--- src/rtl/tdm_demux4_rx.sv ---
// 4-channel TDM receiver: slot counter locked to a slot-0 frame marker,
// shadow capture of slots 0..2 and a registered parallel frame on slot 3.
module tdm_demux4_rx #(
  parameter int WIDTH = 1,
  parameter int CNT_W = 8
) (
  input  logic               clk,
  input  logic               rst,
  input  logic [WIDTH-1:0]   din,
  input  logic               din_valid,
  input  logic               sync,
  output logic [4*WIDTH-1:0] out,
  output logic               frame_valid,
  output logic [1:0]         slot,
  output logic               locked,
  output logic               sync_err,
  output logic [CNT_W-1:0]   frame_cnt
);

  typedef enum logic {
    HUNT = 1'b0,
    LOCK = 1'b1
  } state_t;

  state_t           state;
  logic [WIDTH-1:0] sh0;
  logic [WIDTH-1:0] sh1;
  logic [WIDTH-1:0] sh2;

  assign locked = (state == LOCK);

  always_ff @(posedge clk) begin
    if (rst) begin
      state       <= HUNT;
      slot        <= 2'd0;
      sh0         <= '0;
      sh1         <= '0;
      sh2         <= '0;
      out         <= '0;
      frame_valid <= 1'b0;
      sync_err    <= 1'b0;
      frame_cnt   <= '0;
    end else begin
      frame_valid <= 1'b0;
      sync_err    <= 1'b0;
      if (din_valid) begin
        case (state)
          HUNT: begin
            if (sync) begin
              sh0   <= din;
              slot  <= 2'd1;
              state <= LOCK;
            end
          end
          LOCK: begin
            if (sync) begin
              // a marker mid-frame restarts the frame on this beat
              sync_err <= (slot != 2'd0);
              sh0      <= din;
              slot     <= 2'd1;
            end else if (slot == 2'd0) begin
              sync_err <= 1'b1;
              state    <= HUNT;
              slot     <= 2'd0;
            end else if (slot == 2'd3) begin
              out         <= {din, sh2, sh1, sh0};
              frame_valid <= 1'b1;
              frame_cnt   <= frame_cnt + 1'b1;
              slot        <= 2'd0;
            end else begin
              if (slot == 2'd1) sh1 <= din;
              else              sh2 <= din;
              slot <= slot + 2'd1;
            end
          end
          default: begin
            state <= HUNT;
            slot  <= 2'd0;
          end
        endcase
      end
    end
  end

endmodule

--- config.mk ---
export PLATFORM = sky130hd
export DESIGN_NAME = tdm_demux4_rx
export DESIGN_NICKNAME = d
export VERILOG_FILES = /design/src/rtl/tdm_demux4_rx.sv
export SDC_FILE = /design/constraint.sdc
export NUM_CORES = 1
export LEC_CHECK = 0
export ABC_AREA = 1
export CAP_MARGIN = 30
export CELL_PAD_IN_SITES_DETAIL_PLACEMENT = 0
export CELL_PAD_IN_SITES_GLOBAL_PLACEMENT = 1
export CORE_UTILIZATION = 32
export CTS_BUF_LIST = sky130_fd_sc_hd__clkbuf_2 sky130_fd_sc_hd__clkbuf_4 sky130_fd_sc_hd__clkbuf_8
export CTS_CLUSTER_SIZE = 24
export DETAILED_ROUTE_END_ITERATION = 16
export PLACE_DENSITY = 0.82
export SETUP_SLACK_MARGIN = 0.15
export SLEW_MARGIN = 10
export SYNTH_ARGS = -nofsm -noshare
export SYNTH_HDL_FRONTEND = slang
export SYNTH_SLANG_ARGS = --single-unit
--- constraint.sdc ---
create_clock -name clk -period 1.6 [get_ports clk]
set_clock_uncertainty 0.2 [all_clocks]
set_input_delay 0.16 -clock clk [delete_from_list [all_inputs] [get_ports clk]]
set_output_delay 0.16 -clock clk [all_outputs]
set_load 0.05 [all_outputs]
# Word-level counts from Yosys, hierarchy flattened
# Index checks and enable logic that the tools add are counted.
[classes]
n_reduce_logical = 9
bitwise_logic = 6
addsub = 2
muxes = 13
eq_ne = 3
[op_table]
columns = ["cell", "count"]
rows = [
  ["$reduce_and 6->1", 2],
  ["$add 8x1->8 const B", 1],
  ["$mux 2", 4],
  ["$mux 1", 7],
  ["$not 1->1", 6],
  ["$reduce_and 5->1", 1],
  ["$reduce_or 5->1", 1],
  ["$pmux 2 s2", 1],
  ["$reduce_and 2->1", 2],
  ["$reduce_or 3->1", 1],
  ["$add 2x1->2 const B", 1],
  ["$eq 2x1->1 const B", 1],
  ["$eq 2x2->1 const B", 1],
  ["$logic_not 2->1", 1],
  ["$ne 2x2->1 const B", 1],
  ["$pmux 1 s2", 1],
  ["$reduce_bool 2->1", 1],
]
[word_totals]
regBits = 20
output_inout_bits = 17
wordCells = 42
in_bits = 5

# Logic depth before layout (Yosys ltp)
# Gate-level depths: netlist (run 1).
[logic_depth]
ltp_word = 5
ltp_mapped = 11
depth_no_buf = 11

# Worst setup path after synthesis (run 1)
# OpenSTA, ideal clock, no wires.
[synth_path]
path_type = "register to register"
startpoint = "register slot[0]"
endpoint = "register frame_cnt[2]"
arrival_time_ps = 1834
stages_incl_launch_ff = 11
required_ps = 1283
setup_time_ps = 117
synth_period_minus_slack_ps = 2151
path_buffers = 1
setup_slack_ps = -551
cell_sequence = "dfxtp_1 > inv_1 > ha_1 > inv_1 > ha_1 > nand3_1 > nor2_2 > buf_6 > nand3_1 > nand2_1 > nor2_1"
[synth_between]
elab_chain_cells = 3
elab_cells_between_ends = 4
classes_between = "1 x eq/ne; 1 x bitwise; 2 x reduce/logical"
[synth_lines]
columns = ["element", "line_no", "rtl"]
rows = [
  ["from (decl)", "14", "output logic [1:0] slot,"],
  ["from (signal assigned)", "73", "slot <= slot + 2'd1;"],
  ["$logic_not 2->1", "61", "end else if (slot == 2'd0) begin"],
  ["$not 1->1 (no line)", "-", ""],
  ["$reduce_and 5->1 (no line) (*)", "-", ""],
  ["to (signal assigned)", "68", "frame_cnt <= frame_cnt + 1'b1;"],
  ["to (decl)", "17", "output logic [CNT_W-1:0] frame_cnt"],
]
# Every way passes the cells marked *; elsewhere a longest branch is shown, timed or not.
# A chain may end at the register's enable or synchronous reset.

# Worst setup path in the final report (run 1)
[layout_path]
startpoint = "register slot[1]"
endpoint = "register frame_cnt[6]"
# The elaborated chain is that of the path after synthesis.

==> flow_summary.toml, run 1 <==
[status]
status = "complete, but fails checks"
violations = "setup timing"

[cells_and_area]
drive_gt1_share_pct = 43.64
final.fill_count = 246
layout_commonest_cell = "nor2_1"
nNetsFinal = 178
ff_latch_area_sq_um = 411.6
multi_input_area_sq_um = 608.1
layout_common_cells = "24 x nor2_1, 19 x nand2_1, 17 x buf_12, 16 x buf_4, 15 x dfxtp_1"
syn2layout_area_growth_pct = 76.51
diodes = 0
design_area_sq_um = 1645
fin_util_pct = 59.66

[global_route]
grt_first_pass_wirelength_microns = 4209
grt_pass1_vias = 948
grtUsageTotal_pct = 17.07
antenna_found_initial = 0
grt_max_degree = 15
overflow = 0

[sta]
slew_headroom_pct = 79.53
drv_slew = 0
period_share_pct = 101.5
rsz0062_at_grt = "true"
fmax_mhz = 615.6
hold_viol_final = 0
setup_slack_ns = -0.02434
setup_viol = 5
worstMarginPinSlew_ns = 0.3066
layout_min_cycle_time_ns = 1.624

[die]
initial_core_util_pct = 33.80
die_area_sq_um = 3133
die_w_microns = 55.97
rows = 19
design.portCount = 22
core_sq_um = 2758
die_h_microns = 55.97

[cts]
clk_latency_ns = 0.31
clockBufferDepth = 2
cts_hold_buf = 0
cts_tree = "done"
cts.sink_count = 20
cts_root_buf = "clkbuf_4"
cts.htree.levels = 1
cts.clk_slew.worst_paths_ns = 0.13
cts_buffers = 3

[synth]
syn_area_sq_um = 932.1
synth_warnings = 0
ys_seq_area_share_pct = 42.95
synth_nets = 136
synth_cells = 124
syn_avg_cell_area_sq_um = 7.517
synth_cell_types = 17
synth-seq-cells = 20

[detailed_routing]
first_pass_iters = 4
wl_per_cell_microns = 13.03
ant_nets = 0
num_vias = 957
drc = 0
viasPerCell = 4.883
drt_iter0_drc = 23
totalWireLength_microns = 2554

[worst_hold_path]
holdPathStages = 2
min_path_type = "reg2reg"

[placement]
port_buffers = 21
placed_area_sq_um = 1469
gp_congestion = 0.7818
hpwl_microns = 1696

[power]
peakVddDrop_uv = 635.3
power.density_nw_per_um2 = 561.8
power.leakage_nw = 0.6705

[worst_setup_path]
cp-start-kind = "flip-flop"
crit_type = "reg2reg"
cp_max_fo = 6
worstRegToRegCells = 10
required_ns = 1.60
worstPathArrival_ns = 1.63
cp-end-kind = "flip-flop"

[run]
max_cap_viol_count = 0
[Yosys cell counts]
cell type / count / area share, %
nor2_1: 26 / 10
nor3_1: 2 / 1.1
nand4_1: 3 / 2.0
buf_2: 1 / 0.54
nand2_4: 1 / 1.2
o21ai_0: 8 / 4.3
ha_1: 7 / 9.4
nand2_1: 21 / 8.5
nor2_4: 1 / 1.2
nand2_2: 1 / 0.67
nand3_1: 9 / 4.8
dfxtp_1: 20 / 43
nor3b_1: 1 / 0.81
nor2_2: 3 / 2.0
inv_1: 10 / 4.0
a21oi_1: 9 / 4.8
buf_6: 1 / 1.2
[metal layers]
metal,up-vias,routed length (microns),global-route usage (%),share of wire (%)
met3,4,105,4.651,4.1
li1,486,-,-,-
met1,440,1028,17.71,40
met5,-,0,0,0
met2,27,1394,33.16,55
met4,0,25,4.530,0.98
[state kept, by name, summed over array words and instances (netlist names)]
name and flops:
frame_cnt 8, out 4, slot 2, frame_valid 1, locked 1, sh0 1
sh1 1, sh2 1, sync_err 1
[kinds of logic after synthesis]
| family | count (synthesis) | share of synthesized area, % |
|---|---|---|
| AOI/OAI and AO/OA | 17 | 9.127 |
| adders and majority gates | 7 | 9.396 |
| buffers and inverters | 12 | 5.772 |
| DFF | 20 | 42.95 |
| and+or+nand+nor | 68 | 32.75 |
[power breakdown]
group / internal [mW] / switching [mW]
Clock: 0.114 / 0.161
Combinational: 0.0665 / 0.0731
Sequential: 0.502 / 0.00714
Total: 0.683 / 0.242
[final timing paths]
path / start / endpoint / slack [ns]
hold / removal: sh2 / sh2 / 0.29
setup reg to reg: slot[1] / frame_cnt[6] / -0.02
hold reg to reg: sh2 / sh2 / 0.29
setup / recovery: slot[1] / frame_cnt[6] / -0.02
[what timing repair did]
item	CTS	global route
pin swaps	10	9
setup endpoints to repair	14	15
gates cloned	1	0
setup buffers	5	1
gates resized for setup	14	9
[worst max-delay path, cell delays in order, from the launching register on]
cell and delay (ns):
dfxtp_4 0.38, inv_4 0.04, ha_4 0.15, inv_4 0.06, ha_4 0.15, nand3_4 0.09
nor2_4 0.14, buf_12 0.13, nand3_2 0.06, nand2_1 0.08, nor2_1 0.04
[through the flow]
step	total power, mW	std cells	setup slack, ns	hold WS (ns)	setup TNS [ns]
CTS	0.9303	195	-0.02886	0.2834	-0.1143
floorplan	0.5779	124	-0.08343	0.01936	-0.3395
global placement	0.6433	185	-0.1422	0.2569	-1.198
detailed placement	0.6464	185	-0.2201	0.2630	-1.924
finish	0.9243	196	-0.02434	0.2867	-0.07217
global route	0.9687	196	-0.09910	0.2948	-0.7795
[layout make-up]
cell class                 instances  area share (%)
timing repair buffer              38           31.10
tap                               31           2.357
clock buffer                       4           1.825
sequential                        20           25.02
multi-input combinational         93           36.96
inverter                          10           2.738
Power figures use the tool's default switching activity.
==> run 2, diff against run 1 <==
--- a/config.mk
+++ b/config.mk
@@ -9,11 +9,12 @@
 export CAP_MARGIN = 30
 export CELL_PAD_IN_SITES_DETAIL_PLACEMENT = 0
 export CELL_PAD_IN_SITES_GLOBAL_PLACEMENT = 1
-export CORE_UTILIZATION = 32
+export CORE_MARGIN = 4
+export CORE_UTILIZATION = 36
 export CTS_BUF_LIST = sky130_fd_sc_hd__clkbuf_2 sky130_fd_sc_hd__clkbuf_4 sky130_fd_sc_hd__clkbuf_8
 export CTS_CLUSTER_SIZE = 24
 export DETAILED_ROUTE_END_ITERATION = 16
-export PLACE_DENSITY = 0.82
+export PLACE_DENSITY = 0.87
 export SETUP_SLACK_MARGIN = 0.15
 export SLEW_MARGIN = 10
 export SYNTH_ARGS = -nofsm -noshare
==> constraint.sdc (replaced) <==
create_clock -name clk -period 1.55 [get_ports clk]
set_clock_uncertainty 0.2 [all_clocks]
set_input_delay 0.155 -clock clk [delete_from_list [all_inputs] [get_ports clk]]
set_output_delay 0.155 -clock clk [all_outputs]
set_load 0.05 [all_outputs]
==> run 2 against run 1 <==
Effect of this change:
- critical path type unchanged
- the flow still finishes with violations (setup timing)
- design area grew 0.38%
- clock power grew 13%
- flip-flop and latch count is the same
- power up 6.0%
==> flow_summary.toml, run 2 (synthesized netlist as in run 1, its figures left out) <==
[sta]
drv_slew = 0
slew_headroom_pct = 82.92
holdWs_ns = 0.2917
fmax_mhz = 627.4
period_share_pct = 102.8
fin_tns_setup_ns = -0.1220
setup_slack_ns = -0.04396
hold_viol_final = 0
worstMarginPinSlew_ns = 0.2558
rsz0062_at_grt = "true"
setup_viol = 4
layout_min_cycle_time_ns = 1.594

[status]
violations = "setup timing"
status = "complete, but fails checks"

[placement]
preCtsSetupSlack_ns = -0.2296
port_buffers = 21
placed_area_sq_um = 1493
gp_congestion = 0.8721
hpwl_microns = 1741

[cts]
cts.htree.levels = 1
cts_buffers = 3
cts.clk_slew.worst_paths_ns = 0.12
cts.sink_count = 20
clk_latency_ns = 0.30
cts_root_buf = "clkbuf_4"
cts_hold_buf = 0
cts_tree = "done"
clockBufferDepth = 2

[worst_setup_path]
cp_max_fo = 5
required_ns = 1.56
cp-start-kind = "flip-flop"
crit_type = "reg2reg"
cp-end-kind = "flip-flop"
worstPathArrival_ns = 1.61
r2r_slack_ns = -0.04

[cells_and_area]
diodes = 0
final.fill_count = 218
design_area_sq_um = 1652
largest_register = "frame_cnt"
drive_gt1_share_pct = 42.07
largest_reg_flops = 8
nNetsFinal = 177
layout_commonest_cell = "nor2_1"
syn2layout_area_growth_pct = 77.18
layout_common_cells = "22 x nor2_1, 21 x nand2_1, 18 x buf_12, 15 x dfxtp_1, 13 x buf_4"
top_regs = "frame_cnt: 8 flops, out: 4 flops, slot: 2 flops"

[global_route]
antenna_found_initial = 0
grtUsageTotal_pct = 15.74
grt_pass1_vias = 990
grt_max_degree = 15
overflow = 0
grt_first_pass_wirelength_microns = 4250

[worst_hold_path]
min_path_type = "in2reg"

[die]
core_sq_um = 2477
initial_core_util_pct = 37.63
die_w_microns = 58.89
design.portCount = 22
rows = 18
die_area_sq_um = 3467
die_h_microns = 58.89

[detailed_routing]
drc = 0
num_vias = 943
totalWireLength_microns = 2466
ant_nets = 0
viasPerCell = 4.861
wl_per_cell_microns = 12.71
drt_iter0_drc = 16
first_pass_iters = 4

[power]
power.leakage_nw = 0.6701
peakVddDrop_uv = 428.3
power.density_nw_per_um2 = 593.3

[run]
max_cap_viol_count = 0
[run 2: cell count changes in the layout (fill, tap and decap cells not counted), moves of 2 or more]
cell / previous run / this run
nand2_2: 3 / 1
o21ai_1: 1 / 3
nor2_4: 4 / 6
buf_4: 16 / 13
nand2_1: 19 / 21
nor2_1: 24 / 22
[run 2: repair_timing]
item                       4_1_cts  5_1_grt
gates resized for setup         13       10
cloned                           2        0
setup endpoints to repair       14       17
setup buffers                    3        1
pin swaps                       11       10
[run 2: path summary, 6_finish.rpt]
path           start            to  cells past startpoint
max          slot[1]  frame_cnt[3]                     11
min              din           sh0                      3
max reg2reg  slot[1]  frame_cnt[3]                     11
min reg2reg      sh1        out[1]                      2
[run 2: worst max-delay path, cell delays in order, from the launching register on]
cell,delay [ns]
dfxtp_4,0.38
inv_4,0.04
ha_4,0.15
inv_4,0.05
ha_4,0.14
inv_2,0.04
nor2_4,0.11
nand2_4,0.12
nor2_4,0.10
nand2_1,0.05
nand2_1,0.06
nor2_1,0.04
[run 2: area by class of cell]
cell class	count	area (sq um)	share of cell area [%]
multi-input cells	94	611.8	37.05
repair buffers	36	509.2	30.83
flip-flops and latches	20	411.6	24.92
inverters	10	45.04	2.727
well taps	30	37.54	2.273
clock buffers	4	36.28	2.197
[run 2: through the flow]
stage / total power [mW] / utilization (%) / instances
after floorplan: 0.5965 / - / 124
after global placement: 0.6655 / 60.25 / 184
final: 0.9799 / 66.67 / 194
after CTS: 0.9931 / 65.25 / 193
after detailed placement: 0.6670 / 60.25 / 184
after global routing: 1.022 / 66.67 / 194
[run 2: report_power, final]
part	total [mW]	internal (mW)	switching, mW
combinational	0.143	0.0707	0.0721
clock	0.311	0.143	0.167
sequential	0.527	0.518	0.00832
[run 2: routing by layer]
layer  track usage, %  wire (microns)
met5                0               0
met4            7.443              57
met3            2.632             135
met2            29.50            1247
met1            16.82            1026
==> run 3, diff against run 2 <==
--- a/config.mk
+++ b/config.mk
@@ -10,13 +10,13 @@
 export CELL_PAD_IN_SITES_DETAIL_PLACEMENT = 0
 export CELL_PAD_IN_SITES_GLOBAL_PLACEMENT = 1
 export CORE_MARGIN = 4
-export CORE_UTILIZATION = 36
+export CORE_UTILIZATION = 39
 export CTS_BUF_LIST = sky130_fd_sc_hd__clkbuf_2 sky130_fd_sc_hd__clkbuf_4 sky130_fd_sc_hd__clkbuf_8
 export CTS_CLUSTER_SIZE = 24
 export DETAILED_ROUTE_END_ITERATION = 16
-export PLACE_DENSITY = 0.87
+export PLACE_DENSITY = 0.93
 export SETUP_SLACK_MARGIN = 0.15
-export SLEW_MARGIN = 10
+export SLEW_MARGIN = 20
 export SYNTH_ARGS = -nofsm -noshare
 export SYNTH_HDL_FRONTEND = slang
 export SYNTH_SLANG_ARGS = --single-unit
==> constraint.sdc (replaced) <==
create_clock -name clk -period 2 [get_ports clk]
set_clock_uncertainty 0.2 [all_clocks]
set_input_delay 0.2 -clock clk [delete_from_list [all_inputs] [get_ports clk]]
set_output_delay 0.2 -clock clk [all_outputs]
set_load 0.05 [all_outputs]
==> run 3 against run 2 <==
Effect of this change:
- the flow now finishes without violations
- core utilization fell by 9.6 points
- global-route usage fell by 2.5 points
- power fell by 18%
- flip-flop and latch count did not move
- hold slack got worse by 0.0031 ns
- critical path type is now reg2out
- critical endpoint is now sync_err
==> flow_summary.toml, run 3 (synthesized netlist as in run 1, its figures left out) <==
[cts]
clockBufferDepth = 2
cts.clk_slew.worst_paths_ns = 0.10
cts.sink_count = 20
cts_root_buf = "clkbuf_4"
cts_buffers = 3
cts.htree.levels = 1
cts_tree = "done"
cts_hold_buf = 0
clk_latency_ns = 0.30

[detailed_routing]
drt_iter0_drc = 12
first_pass_iters = 4
viasPerCell = 4.894
totalWireLength_microns = 2075
drc = 0
wl_per_cell_microns = 11.53
num_vias = 881
ant_nets = 0

[placement]
dp_cells = 172
gp_congestion = 0.8280
preCtsSetupSlack_ns = 0.1174
placed_area_sq_um = 1174
port_buffers = 21
hpwl_microns = 1523

[cells_and_area]
top_regs = "frame_cnt: 8 flops, out: 4 flops, slot: 2 flops"
largest_reg_flops = 8
layout_commonest_cell = "nor2_1"
final.fill_count = 220
layout_common_cells = "26 x nor2_1, 21 x nand2_1, 18 x dfxtp_1, 13 x dlygate4sd2_1"
syn2layout_area_growth_pct = 36.78
design_area_sq_um = 1275
drive_gt1_share_pct = 13.82
stdcell_count = 180
nNetsFinal = 165
diodes = 0
largest_register = "frame_cnt"

[sta]
fmax_mhz = 557.6
drv_slew = 0
layout_min_cycle_time_ns = 1.793
rsz0062_at_grt = "false"
setup_viol = 0
slew_headroom_pct = 66.59
worstMarginPinSlew_ns = 0.5004
period_share_pct = 89.66
fin_tns_setup_ns = 0
hold_viol_final = 0
setup_slack_ns = 0.2067

[worst_setup_path]
cp_slowest_cell = "clkdlybuf4s50_1"
cp-start-kind = "flip-flop"
cp_max_fo = 1
crit_path_cell_trace = "clkdlybuf4s50_1"
cp-end-kind = "output pin"
crit_type = "reg2out"
worstRegToRegCells = 9
cp_num_cells = 1
required_ns = 1.60
crit_family = "buffers and inverters"
critPathBufInv = 1
critPathMaxStageDelay_ns = 0.79
worstPathArrival_ns = 1.39

[global_route]
grt_pass1_vias = 817
grt_max_degree = 15
grt_first_pass_wirelength_microns = 3401
overflow = 0
grtUsageTotal_pct = 13.26
antenna_found_initial = 0

[die]
core_sq_um = 2233
rows = 17
die_w_microns = 56.89
initial_core_util_pct = 41.74
die_area_sq_um = 3236
design.portCount = 22
die_h_microns = 56.89

[status]
status = "complete, no violations"

[power]
power.leakage_nw = 0.6161
power.density_nw_per_um2 = 630.9
peakVddDrop_uv = 415.2

[run]
max_cap_viol_count = 0

[worst_hold_path]
min_path_type = "reg2reg"
holdPathStages = 2
[run 3: routing by layer]
layer / global-route usage, % / part of all wire [%] / up-vias
met5: 0 / 0 / -
met2: 23.33 / 51 / 19
met1: 14.31 / 43 / 401
met4: 7.947 / 1.5 / 0
li1: - / - / 457
met3: 2.759 / 4.7 / 4
[run 3: worst paths after layout]
path / start / end / slack, ns
setup / recovery: sync_err / sync_err / 0.21
hold / removal: sh0 / sh0 / 0.29
setup reg to reg: slot[0] / out[0] / 0.28
hold reg to reg: sh0 / sh0 / 0.29
[run 3: timing repair]
item | 4_1_cts | 5_1_grt
gates cloned | 0 | 2
buffers inserted | 0 | 2
gates resized for setup | 13 | 9
pin swaps | 0 | 2
setup endpoints to repair | 13 | 13
endpoints found under the hold margin | 0 | 0
[run 3: area by class of cell]
| cell class | count | area, sq um | area share [%] |
|---|---|---|---|
| Clock inverter | 1 | 30.03 | 2.355 |
| Multi-Input combinational cell | 93 | 514.2 | 40.33 |
| Timing Repair Buffer | 25 | 227.7 | 17.86 |
| Clock buffer | 3 | 22.52 | 1.766 |
| Sequential cell | 20 | 407.9 | 31.99 |
| Inverter | 10 | 37.54 | 2.944 |
| Tap cell | 28 | 35.03 | 2.748 |
[run 3: power by group]
group / internal, mW / total, mW / switching (mW)
sequential: 0.401 / 0.407 / 0.00523
clock: 0.203 / 0.327 / 0.124
combinational: 0.0270 / 0.0711 / 0.0442
[run 3: stage by stage]
stage          total power, mW  hold slack (ns)  util, %
2_1_floorplan           0.4542          0.05936        -
3_3_place_gp            0.4786           0.2564    52.55
3_5_place_dp            0.4797           0.2689    52.55
4_1_cts                 0.8027           0.2861    54.17
5_1_grt                 0.8424           0.3129    57.09
6_report                0.8043           0.2886    57.09
